File: src/rtl/bht_update_queue_pkg.sv
// Shared types and constants for the branch-predictor update queue.
// An entry is one resolved conditional branch: {pc, taken}.
package bht_update_queue_pkg;

  localparam int BR_ENTRY_W = 33;
  localparam int BHT_IDX_HI = 8;
  localparam int BHT_IDX_LO = 2;

  typedef struct packed {
    logic [31:0] pc;
    logic        taken;
  } br_entry_t;

  function automatic logic [31:0] redirect_target(input logic taken,
                                                  input logic [31:0] pc,
                                                  input logic [31:0] target);
    return taken ? target : pc + 32'd4;
  endfunction

endpackage

File: src/rtl/bht_update_queue_if.sv
// Commit-side and BHT-side signal bundle of bht_update_queue.
// slave is the queue itself; master is whoever drives the commits.
interface bht_update_queue_if;
  logic        rdy;
  logic        c0_valid, c0_is_br, c0_taken, c0_pred;
  logic [31:0] c0_pc, c0_target;
  logic        c1_valid, c1_is_br, c1_taken, c1_pred;
  logic [31:0] c1_pc, c1_target;
  logic        commit_ready;
  logic        upd_valid, upd_taken;
  logic [31:0] upd_pc;
  logic        mispredict;
  logic [31:0] redirect_pc;
  logic [31:0] br_count, mp_count;
  logic        overflow;

  modport master (
    output rdy,
    output c0_valid, c0_is_br, c0_taken, c0_pred, c0_pc, c0_target,
    output c1_valid, c1_is_br, c1_taken, c1_pred, c1_pc, c1_target,
    input  commit_ready, upd_valid, upd_taken, upd_pc,
    input  mispredict, redirect_pc, br_count, mp_count, overflow
  );

  modport slave (
    input  rdy,
    input  c0_valid, c0_is_br, c0_taken, c0_pred, c0_pc, c0_target,
    input  c1_valid, c1_is_br, c1_taken, c1_pred, c1_pc, c1_target,
    output commit_ready, upd_valid, upd_taken, upd_pc,
    output mispredict, redirect_pc, br_count, mp_count, overflow
  );
endinterface

File: src/rtl/bht_update_queue_dual_push_fifo.sv
// Circular buffer with up to two writes and one read per cycle, plus occupancy count.
// Caller guarantees it never writes more than the free space; second write implies first.
module dual_push_fifo #(
  parameter int DEPTH = 8,
  parameter int PTR_W = $clog2(DEPTH),
  parameter int W     = 33
) (
  input  logic             clk,
  input  logic             rst,
  input  logic             i_wr0_vld,
  input  logic [W-1:0]     i_wr0_dat,
  input  logic             i_wr1_vld,
  input  logic [W-1:0]     i_wr1_dat,
  input  logic             i_pop,
  output logic [W-1:0]     o_head,
  output logic [PTR_W:0]   o_count
);
  localparam int CNT_W = PTR_W + 1;

  logic [W-1:0]     r_mem [DEPTH];
  logic [PTR_W-1:0] r_wp, r_rp;
  logic [CNT_W-1:0] r_count;
  logic [PTR_W-1:0] w_wp1;

  assign w_wp1 = r_wp + PTR_W'(1);

  always_ff @(posedge clk) begin
    if (rst) begin
      r_wp    <= '0;
      r_rp    <= '0;
      r_count <= '0;
    end else begin
      r_wp    <= r_wp + PTR_W'(i_wr0_vld) + PTR_W'(i_wr1_vld);
      r_rp    <= r_rp + PTR_W'(i_pop);
      r_count <= r_count + CNT_W'(i_wr0_vld) + CNT_W'(i_wr1_vld) - CNT_W'(i_pop);
    end
  end

  always_ff @(posedge clk) begin
    if (i_wr0_vld) r_mem[r_wp]  <= i_wr0_dat;
    if (i_wr1_vld) r_mem[w_wp1] <= i_wr1_dat;
  end

  assign o_head  = r_mem[r_rp];
  assign o_count = r_count;
endmodule

File: src/rtl/bht_update_queue.sv
// Filters two in-order commit lanes down to conditional branches, flags mispredicts,
// and drains resolved {pc, taken} updates to the BHT one per cycle.
module bht_update_queue
  import bht_update_queue_pkg::*;
#(
  parameter int DEPTH = 8,
  parameter int PTR_W = $clog2(DEPTH)
) (
  input logic                 clk,
  input logic                 rst,
  bht_update_queue_if.slave   bus
);
  localparam int CNT_W = PTR_W + 1;

  logic             w_att0, w_att1, w_mp0, w_mp1;
  logic             w_commit_ready, w_pop, w_push0, w_push1;
  br_entry_t        w_dat0, w_dat1, w_head;
  logic [CNT_W-1:0] w_count, w_free;

  logic             r_upd_valid, r_upd_taken, r_mispredict, r_overflow;
  logic [31:0]      r_upd_pc, r_redirect_pc, r_br_count, r_mp_count;

  // A lane-0 mispredict makes lane 1 wrong-path, so it must not even be counted.
  assign w_att0 = bus.rdy & bus.c0_valid & bus.c0_is_br;
  assign w_mp0  = w_att0 & (bus.c0_taken != bus.c0_pred);
  assign w_att1 = bus.rdy & bus.c1_valid & bus.c1_is_br & ~w_mp0;
  assign w_mp1  = w_att1 & (bus.c1_taken != bus.c1_pred);

  assign w_free         = CNT_W'(DEPTH) - w_count;
  assign w_commit_ready = (w_free >= CNT_W'(2));

  // Compact the surviving lanes so a lone lane 1 lands in the next free slot.
  assign w_push0 = (w_att0 | w_att1) & w_commit_ready;
  assign w_push1 = w_att0 & w_att1 & w_commit_ready;
  assign w_dat0  = w_att0 ? br_entry_t'{pc: bus.c0_pc, taken: bus.c0_taken}
                          : br_entry_t'{pc: bus.c1_pc, taken: bus.c1_taken};
  assign w_dat1  = br_entry_t'{pc: bus.c1_pc, taken: bus.c1_taken};
  assign w_pop   = bus.rdy & (w_count != '0);

  dual_push_fifo #(
    .DEPTH (DEPTH),
    .PTR_W (PTR_W),
    .W     (BR_ENTRY_W)
  ) u_fifo (
    .clk       (clk),
    .rst       (rst),
    .i_wr0_vld (w_push0),
    .i_wr0_dat (w_dat0),
    .i_wr1_vld (w_push1),
    .i_wr1_dat (w_dat1),
    .i_pop     (w_pop),
    .o_head    (w_head),
    .o_count   (w_count)
  );

  always_ff @(posedge clk) begin
    if (rst) begin
      r_upd_valid   <= 1'b0;
      r_upd_pc      <= '0;
      r_upd_taken   <= 1'b0;
      r_mispredict  <= 1'b0;
      r_redirect_pc <= '0;
      r_br_count    <= '0;
      r_mp_count    <= '0;
      r_overflow    <= 1'b0;
    end else if (bus.rdy) begin
      r_upd_valid  <= w_pop;
      if (w_pop) begin
        r_upd_pc    <= w_head.pc;
        r_upd_taken <= w_head.taken;
      end
      r_mispredict <= w_mp0 | w_mp1;
      if (w_mp0)
        r_redirect_pc <= redirect_target(bus.c0_taken, bus.c0_pc, bus.c0_target);
      else if (w_mp1)
        r_redirect_pc <= redirect_target(bus.c1_taken, bus.c1_pc, bus.c1_target);
      r_br_count <= r_br_count + 32'(w_att0) + 32'(w_att1);
      if (w_mp0 | w_mp1) r_mp_count <= r_mp_count + 32'd1;
      if ((w_att0 | w_att1) & ~w_commit_ready) r_overflow <= 1'b1;
    end
  end

  assign bus.commit_ready = w_commit_ready;
  assign bus.upd_valid    = r_upd_valid;
  assign bus.upd_pc       = r_upd_pc;
  assign bus.upd_taken    = r_upd_taken;
  assign bus.mispredict   = r_mispredict;
  assign bus.redirect_pc  = r_redirect_pc;
  assign bus.br_count     = r_br_count;
  assign bus.mp_count     = r_mp_count;
  assign bus.overflow     = r_overflow;
endmodule

File: src/flat_wrapper.sv
// flat-port wrapper written by rule: the top's interface ports become plain ports
module bht_update_queue_flat import bht_update_queue_pkg::*;
#(
  parameter int DEPTH = 8,
  parameter int PTR_W = $clog2(DEPTH)
)
  (clk, rst, bus_rdy, bus_c0_valid, bus_c0_is_br, bus_c0_taken, bus_c0_pred, bus_c0_pc, bus_c0_target, bus_c1_valid, bus_c1_is_br, bus_c1_taken, bus_c1_pred, bus_c1_pc, bus_c1_target, bus_commit_ready, bus_upd_valid, bus_upd_taken, bus_upd_pc, bus_mispredict, bus_redirect_pc, bus_br_count, bus_mp_count, bus_overflow);
  bht_update_queue_if bus_i ();
  input logic clk;
  input logic rst;
  input wire logic [$bits(bus_i.rdy)-1:0] bus_rdy;
  input wire logic [$bits(bus_i.c0_valid)-1:0] bus_c0_valid;
  input wire logic [$bits(bus_i.c0_is_br)-1:0] bus_c0_is_br;
  input wire logic [$bits(bus_i.c0_taken)-1:0] bus_c0_taken;
  input wire logic [$bits(bus_i.c0_pred)-1:0] bus_c0_pred;
  input wire logic [$bits(bus_i.c0_pc)-1:0] bus_c0_pc;
  input wire logic [$bits(bus_i.c0_target)-1:0] bus_c0_target;
  input wire logic [$bits(bus_i.c1_valid)-1:0] bus_c1_valid;
  input wire logic [$bits(bus_i.c1_is_br)-1:0] bus_c1_is_br;
  input wire logic [$bits(bus_i.c1_taken)-1:0] bus_c1_taken;
  input wire logic [$bits(bus_i.c1_pred)-1:0] bus_c1_pred;
  input wire logic [$bits(bus_i.c1_pc)-1:0] bus_c1_pc;
  input wire logic [$bits(bus_i.c1_target)-1:0] bus_c1_target;
  output wire logic [$bits(bus_i.commit_ready)-1:0] bus_commit_ready;
  output wire logic [$bits(bus_i.upd_valid)-1:0] bus_upd_valid;
  output wire logic [$bits(bus_i.upd_taken)-1:0] bus_upd_taken;
  output wire logic [$bits(bus_i.upd_pc)-1:0] bus_upd_pc;
  output wire logic [$bits(bus_i.mispredict)-1:0] bus_mispredict;
  output wire logic [$bits(bus_i.redirect_pc)-1:0] bus_redirect_pc;
  output wire logic [$bits(bus_i.br_count)-1:0] bus_br_count;
  output wire logic [$bits(bus_i.mp_count)-1:0] bus_mp_count;
  output wire logic [$bits(bus_i.overflow)-1:0] bus_overflow;
  assign bus_i.rdy = bus_rdy;
  assign bus_i.c0_valid = bus_c0_valid;
  assign bus_i.c0_is_br = bus_c0_is_br;
  assign bus_i.c0_taken = bus_c0_taken;
  assign bus_i.c0_pred = bus_c0_pred;
  assign bus_i.c0_pc = bus_c0_pc;
  assign bus_i.c0_target = bus_c0_target;
  assign bus_i.c1_valid = bus_c1_valid;
  assign bus_i.c1_is_br = bus_c1_is_br;
  assign bus_i.c1_taken = bus_c1_taken;
  assign bus_i.c1_pred = bus_c1_pred;
  assign bus_i.c1_pc = bus_c1_pc;
  assign bus_i.c1_target = bus_c1_target;
  assign bus_commit_ready = bus_i.commit_ready;
  assign bus_upd_valid = bus_i.upd_valid;
  assign bus_upd_taken = bus_i.upd_taken;
  assign bus_upd_pc = bus_i.upd_pc;
  assign bus_mispredict = bus_i.mispredict;
  assign bus_redirect_pc = bus_i.redirect_pc;
  assign bus_br_count = bus_i.br_count;
  assign bus_mp_count = bus_i.mp_count;
  assign bus_overflow = bus_i.overflow;
  bht_update_queue #(.DEPTH(DEPTH), .PTR_W(PTR_W)) u_core (.clk(clk), .rst(rst), .bus(bus_i));
endmodule
File: config.mk
export PLATFORM = sky130hd
export DESIGN_NAME = bht_update_queue_flat
export DESIGN_NICKNAME = d
export VERILOG_FILES = /design/src/rtl/bht_update_queue_pkg.sv /design/src/rtl/bht_update_queue_if.sv /design/src/rtl/bht_update_queue_dual_push_fifo.sv /design/src/rtl/bht_update_queue.sv /design/src/flat_wrapper.sv
export SDC_FILE = /design/constraint.sdc
export NUM_CORES = 1
export LEC_CHECK = 0
export CAP_MARGIN = 0
export CELL_PAD_IN_SITES_DETAIL_PLACEMENT = 0
export CELL_PAD_IN_SITES_GLOBAL_PLACEMENT = 2
export CORE_AREA = 4 4 330 170
export DETAILED_ROUTE_END_ITERATION = 10
export DIE_AREA = 0 0 334 174
export PLACE_DENSITY = 0.9
export SLEW_MARGIN = 20
export SYNTH_ARGS = -nofsm -noshare
export SYNTH_HDL_FRONTEND = slang
export SYNTH_SLANG_ARGS = --single-unit
File: constraint.sdc
create_clock -name clk -period 7.9 [get_ports clk]
set_clock_uncertainty 0.05 [all_clocks]
set_input_delay 1.185 -clock clk [delete_from_list [all_inputs] [get_ports clk]]
set_output_delay 1.185 -clock clk [all_outputs]
set_load 0.1 [all_outputs]
==> impl_metrics.py <==
metrics = {
    "routing": {
        "avgRoutedWirePerCell_um": 26.2,
        "drtAntennaViolNets": 0,
        "drt_wl_total_um": 69700,
        "drc": 0,
        "drtIter0Drc": 1666,
        "detailroute.via_count": 15500,
        "detail_route.wirelength.met1_um": 29900,
        "wl_met3_um": 5600,
        "highest_layer": "met4",
        "met2_length_um": 31800,
        "drt_first_pass_iters": 5,
        "post_drt_via_cell_ratio": 5.83,
    },
    "timing": {
        "final-max-slew-violation-count": 0,
        "postLayoutSetupSlackWorst_ns": 3.56,
        "timing.slew.headroom_pct": 16.0,
        "finalHoldViolCount": 0,
        "clock.fmax_ghz": 0.231,
        "layout_worst_path_cycle_share_pct": 54.9,
        "rsz0062_at_grt": "no",
        "finalSetupTns_ns": 0,
        "timing.final.setup_violations": 0,
        "slew_at_the_pin_closest_to_its_max_slew_limit_ns": 1.25,
        "post-route-min-period_ns": 4.34,
    },
    "power": {
        "power.share.sequential_pct": 39.0,
        "clock_power_share_pct": 31.2,
        "sw_ratio_pct": 34.1,
        "switching_power_mw": 2.20,
        "power_density_mw_per_mm2": 247,
        "total_leakage_power_nw": 8.49,
        "irDropWorstVdd_uv": 129,
        "internal_power_consumption_mw": 4.25,
        "power.combinational.fraction_pct": 29.7,
    },
    "clock_network": {
        "cts_setup_buffers": 0,
        "ctsLongestPathBuffers": 3,
        "clkSlewWorstSetupHoldPaths_ns": 0.07,
        "root_buffer": "sky130_fd_sc_hd__clkbuf_16",
        "postCtsHoldBufs": 0,
        "clock_latency_ns": 0.55,
        "numClockSinks": 406,
        "cts_tree": "built",
        "cts_resized": 0,
        "inserted_clock_buffers": 41,
        "cts-htree-levels": 2,
    },
    "synth": {
        "synth.yosys.warnings": 0,
        "ys_ff_latch": 406,
        "synthesis.nets": 1889,
        "synth_edf_count": 264,
        "xor_and_xnor_fraction_of_the_mapped_netlist_area_pct": 4.72,
        "muxShareOfSynthArea_pct": 23.2,
        "mappedNetlistArea_sq_mm": 0.0215,
        "async_flop_share_pct": 0,
        "synth_top_family_by_area": "multiplexers",
        "synth_sequential_area_ratio_pct": 50.0,
        "netlist_instances": 1731,
        "synth-adder-area-share_pct": 1.24,
        "synth-main-ff-cell": "sky130_fd_sc_hd__edfxtp_1",
        "syn-mean-instance-area_sq_um": 12.4,
        "synth.lib_cells_used.distinct": 75,
        "yosys.area_share.simple_pct": 10.1,
        "synth_compound_gate_area_share_pct": 6.46,
    },
    "grt": {
        "number_of_global_route_vias_before_repair": 15300,
        "gr-usage-all-layers_pct": 23.3,
        "grt_start_max_net_pins": 78,
        "grt_remaining_overflow": 0,
        "grt_first_pass_wirelength_um": 103000,
        "antenna_violations_before_repair": 1,
    },
    "hold_path": {
        "hold_path.class": "reg -> reg",
        "whs_endpoint": "u_core.bus.overflow$_SDFFE_PP0P_",
        "worstHoldStart": "u_core.bus.overflow$_SDFFE_PP0P_",
        "timing.hold.worst_path_depth": 2,
    },
    "setup_path": {
        "r2r.worst_path.cells": 8,
        "critPathMaxFanout": 23,
        "regToRegStartpoint": "u_core.u_fifo.o_count[1]$_SDFF_PP0_",
        "startpoint_type_of_the_worst_setup_path": "input pin",
        "reg2reg_slack_ns": 4.31,
        "critical_path_arrival_ns": 4.48,
        "worstReg2RegEnd": "u_core.u_fifo.r_mem[7][22]$_DFFE_PP_",
        "crit_path_end_kind": "register",
        "critical_path_required_ns": 8.05,
        "crit_type": "in -> reg",
    },
    "run_status": {
        "outcome": "finished, final reports clean",
    },
    "placed_design": {
        "dpl-instance-area_sq_mm": 0.0247,
        "io_buffers": 271,
        "post-dp-hpwl_um": 45800,
        "place.gp.congestion": 0.863,
        "place_ws_ns": 3.04,
    },
    "layout": {
        "final_area_sq_mm": 0.0261,
        "drive_above_1_share_pct": 23.1,
        "num-nets-final": 2077,
        "layout-area-overhead-vs-synth_pct": 21.2,
        "mostFrequentLayoutCells": "268 x sky130_fd_sc_hd__clkdlybuf4s50_1, 264 x sky130_fd_sc_hd__edfxtp_1, 217 x sky130_fd_sc_hd__mux2_2",
        "mostFrequentLayoutCell": "sky130_fd_sc_hd__clkdlybuf4s50_1",
    },
    "floorplanning": {
        "io_pins": 272,
        "fp.dieH_um": 174,
        "dieArea_sq_mm": 0.0581,
        "initial_utilization_pct": 40.5,
        "die-width_um": 334,
        "fp.coreArea_sq_mm": 0.0532,
        "floorplan.rows": 60,
    },
    "job": {
        "maxCapViolations": 0,
    },
}
stage by stage:
step                instances  total power [mW]  util, %  hold slack [ns]
CTS                      2663              6.50     49.1            0.440
detailed placement       2589              4.48     46.5            0.424
global placement         2589              4.45     46.5            0.409
finish                   2664              6.46     49.1            0.442
global route             2664              6.69     49.1            0.449
floorplan                1731              3.94        -            0.532
synthesized netlist by cell type (all sizes together) (2+ instances only):
master / count / area share, %
o21ai: 45 / 1.0
a41oi: 2 / 0.081
clkbuf: 93 / 1.6
nor2: 152 / 2.7
a21oi: 39 / 1.2
and2: 9 / 0.26
buf: 68 / 2.1
o211ai: 11 / 0.38
mux2: 249 / 14
mux4: 66 / 6.9
or3: 13 / 0.40
nand4: 32 / 1.1
a311oi: 5 / 0.20
ha: 15 / 0.87
and4: 13 / 0.53
o22ai: 6 / 0.20
nand2b: 6 / 0.17
a2111oi: 2 / 0.14
fa: 4 / 0.37
a211oi: 48 / 1.7
nor3b: 4 / 0.14
xnor2: 41 / 1.8
edfxtp: 264 / 37
mux2i: 59 / 2.7
a221oi: 7 / 0.28
a32oi: 3 / 0.12
nor2b: 11 / 0.32
xor2: 72 / 2.9
inv: 28 / 0.50
a31oi: 5 / 0.28
nand3: 54 / 1.4
nor3: 23 / 0.61
o221ai: 5 / 0.20
and3: 19 / 0.55
nand2: 88 / 1.5
a21o: 2 / 0.070
o211a: 2 / 0.093
nor4: 12 / 0.45
dfxtp: 142 / 13
final cells by class:
class	count	area (sq um)
Antenna cell	1	2.50
Clock buffer	62	1180
Clock inverter	12	170
Fill cell	4671	27100
Inverter	28	108
Multi-Input combinational cell	1136	10000
Sequential cell	406	10800
Tap cell	713	892
Timing Repair Buffer	306	2960
state kept, by name, summed over array words and instances (netlist names):
name / flops
u_core.u_fifo.r_wp: 3
u_core.u_fifo.r_rp: 3
u_core.bus.overflow: 1
u_core.bus.br_count: 32
u_core.bus.mp_count: 32
u_core.bus.redirect_pc: 32
u_core.bus.upd_valid: 1
u_core.u_fifo.r_mem: 264
u_core.u_fifo.o_count: 4
u_core.bus.upd_taken: 1
u_core.bus.mispredict: 1
u_core.bus.upd_pc: 32
cells by family (layout without fill, tap and decap cells):
logic type / Yosys count / in the layout
flip-flops: 406 / 406
XOR/XNOR: 113 / 113
other: 0 / 1
multiplexers: 374 / 374
buffers and inverters: 189 / 408
AND/OR/NAND/NOR: 437 / 437
AO/OA/AOI/OAI: 193 / 193
adder cells (fa/ha/maj): 19 / 19
worst max-delay path, cell delays in order:
cell and delay (ns):
sky130_fd_sc_hd__clkdlybuf4s50_1 0.70, sky130_fd_sc_hd__nand3_4 0.41, sky130_fd_sc_hd__inv_4 0.25, sky130_fd_sc_hd__nand3_4 0.12
sky130_fd_sc_hd__a21oi_4 0.23, sky130_fd_sc_hd__nor2b_1 0.30, sky130_fd_sc_hd__a31oi_1 0.24, sky130_fd_sc_hd__mux2i_4 0.48
sky130_fd_sc_hd__buf_4 0.51
layer usage:
| layer | track usage [%] | up-vias |
|---|---|---|
| met1 | 33.3 | 7852 |
| li1 | - | 6853 |
| met5 | 0 | - |
| met4 | 8.04 | 0 |
| met2 | 36.7 | 694 |
| met3 | 3.23 | 140 |
worst max path at each step:
stage / start / to / slack [ns] / depth (start not counted)
after floorplan: bus_c0_pred / u_core.u_fifo.r_mem[6][0]$_DFFE_PP_ / 3.44 / 7
after global placement: bus_rdy / u_core.u_fifo.r_mem[6][29]$_DFFE_PP_ / 3.18 / 9
after detailed placement: bus_rdy / u_core.u_fifo.r_mem[6][26]$_DFFE_PP_ / 3.04 / 9
after CTS: u_core.u_fifo.o_count[1]$_SDFF_PP0_ / bus_commit_ready / 3.62 / 6
after global routing: bus_rdy / u_core.u_fifo.r_mem[7][22]$_DFFE_PP_ / 3.44 / 9
final: bus_rdy / u_core.u_fifo.r_mem[6][20]$_DFFE_PP_ / 3.56 / 9
power by group through the flow:
stage / logic (mW) / clock network (mW) / registers (mW)
final: 1.92 / 2.02 / 2.52
after global placement: 1.89 / 0 / 2.56
after CTS: 1.92 / 2.05 / 2.52
after global routing: 2.02 / 2.14 / 2.54
after floorplan: 0.938 / 0 / 3.01
after detailed placement: 1.91 / 0 / 2.57
Power figures use the tool's default switching activity.
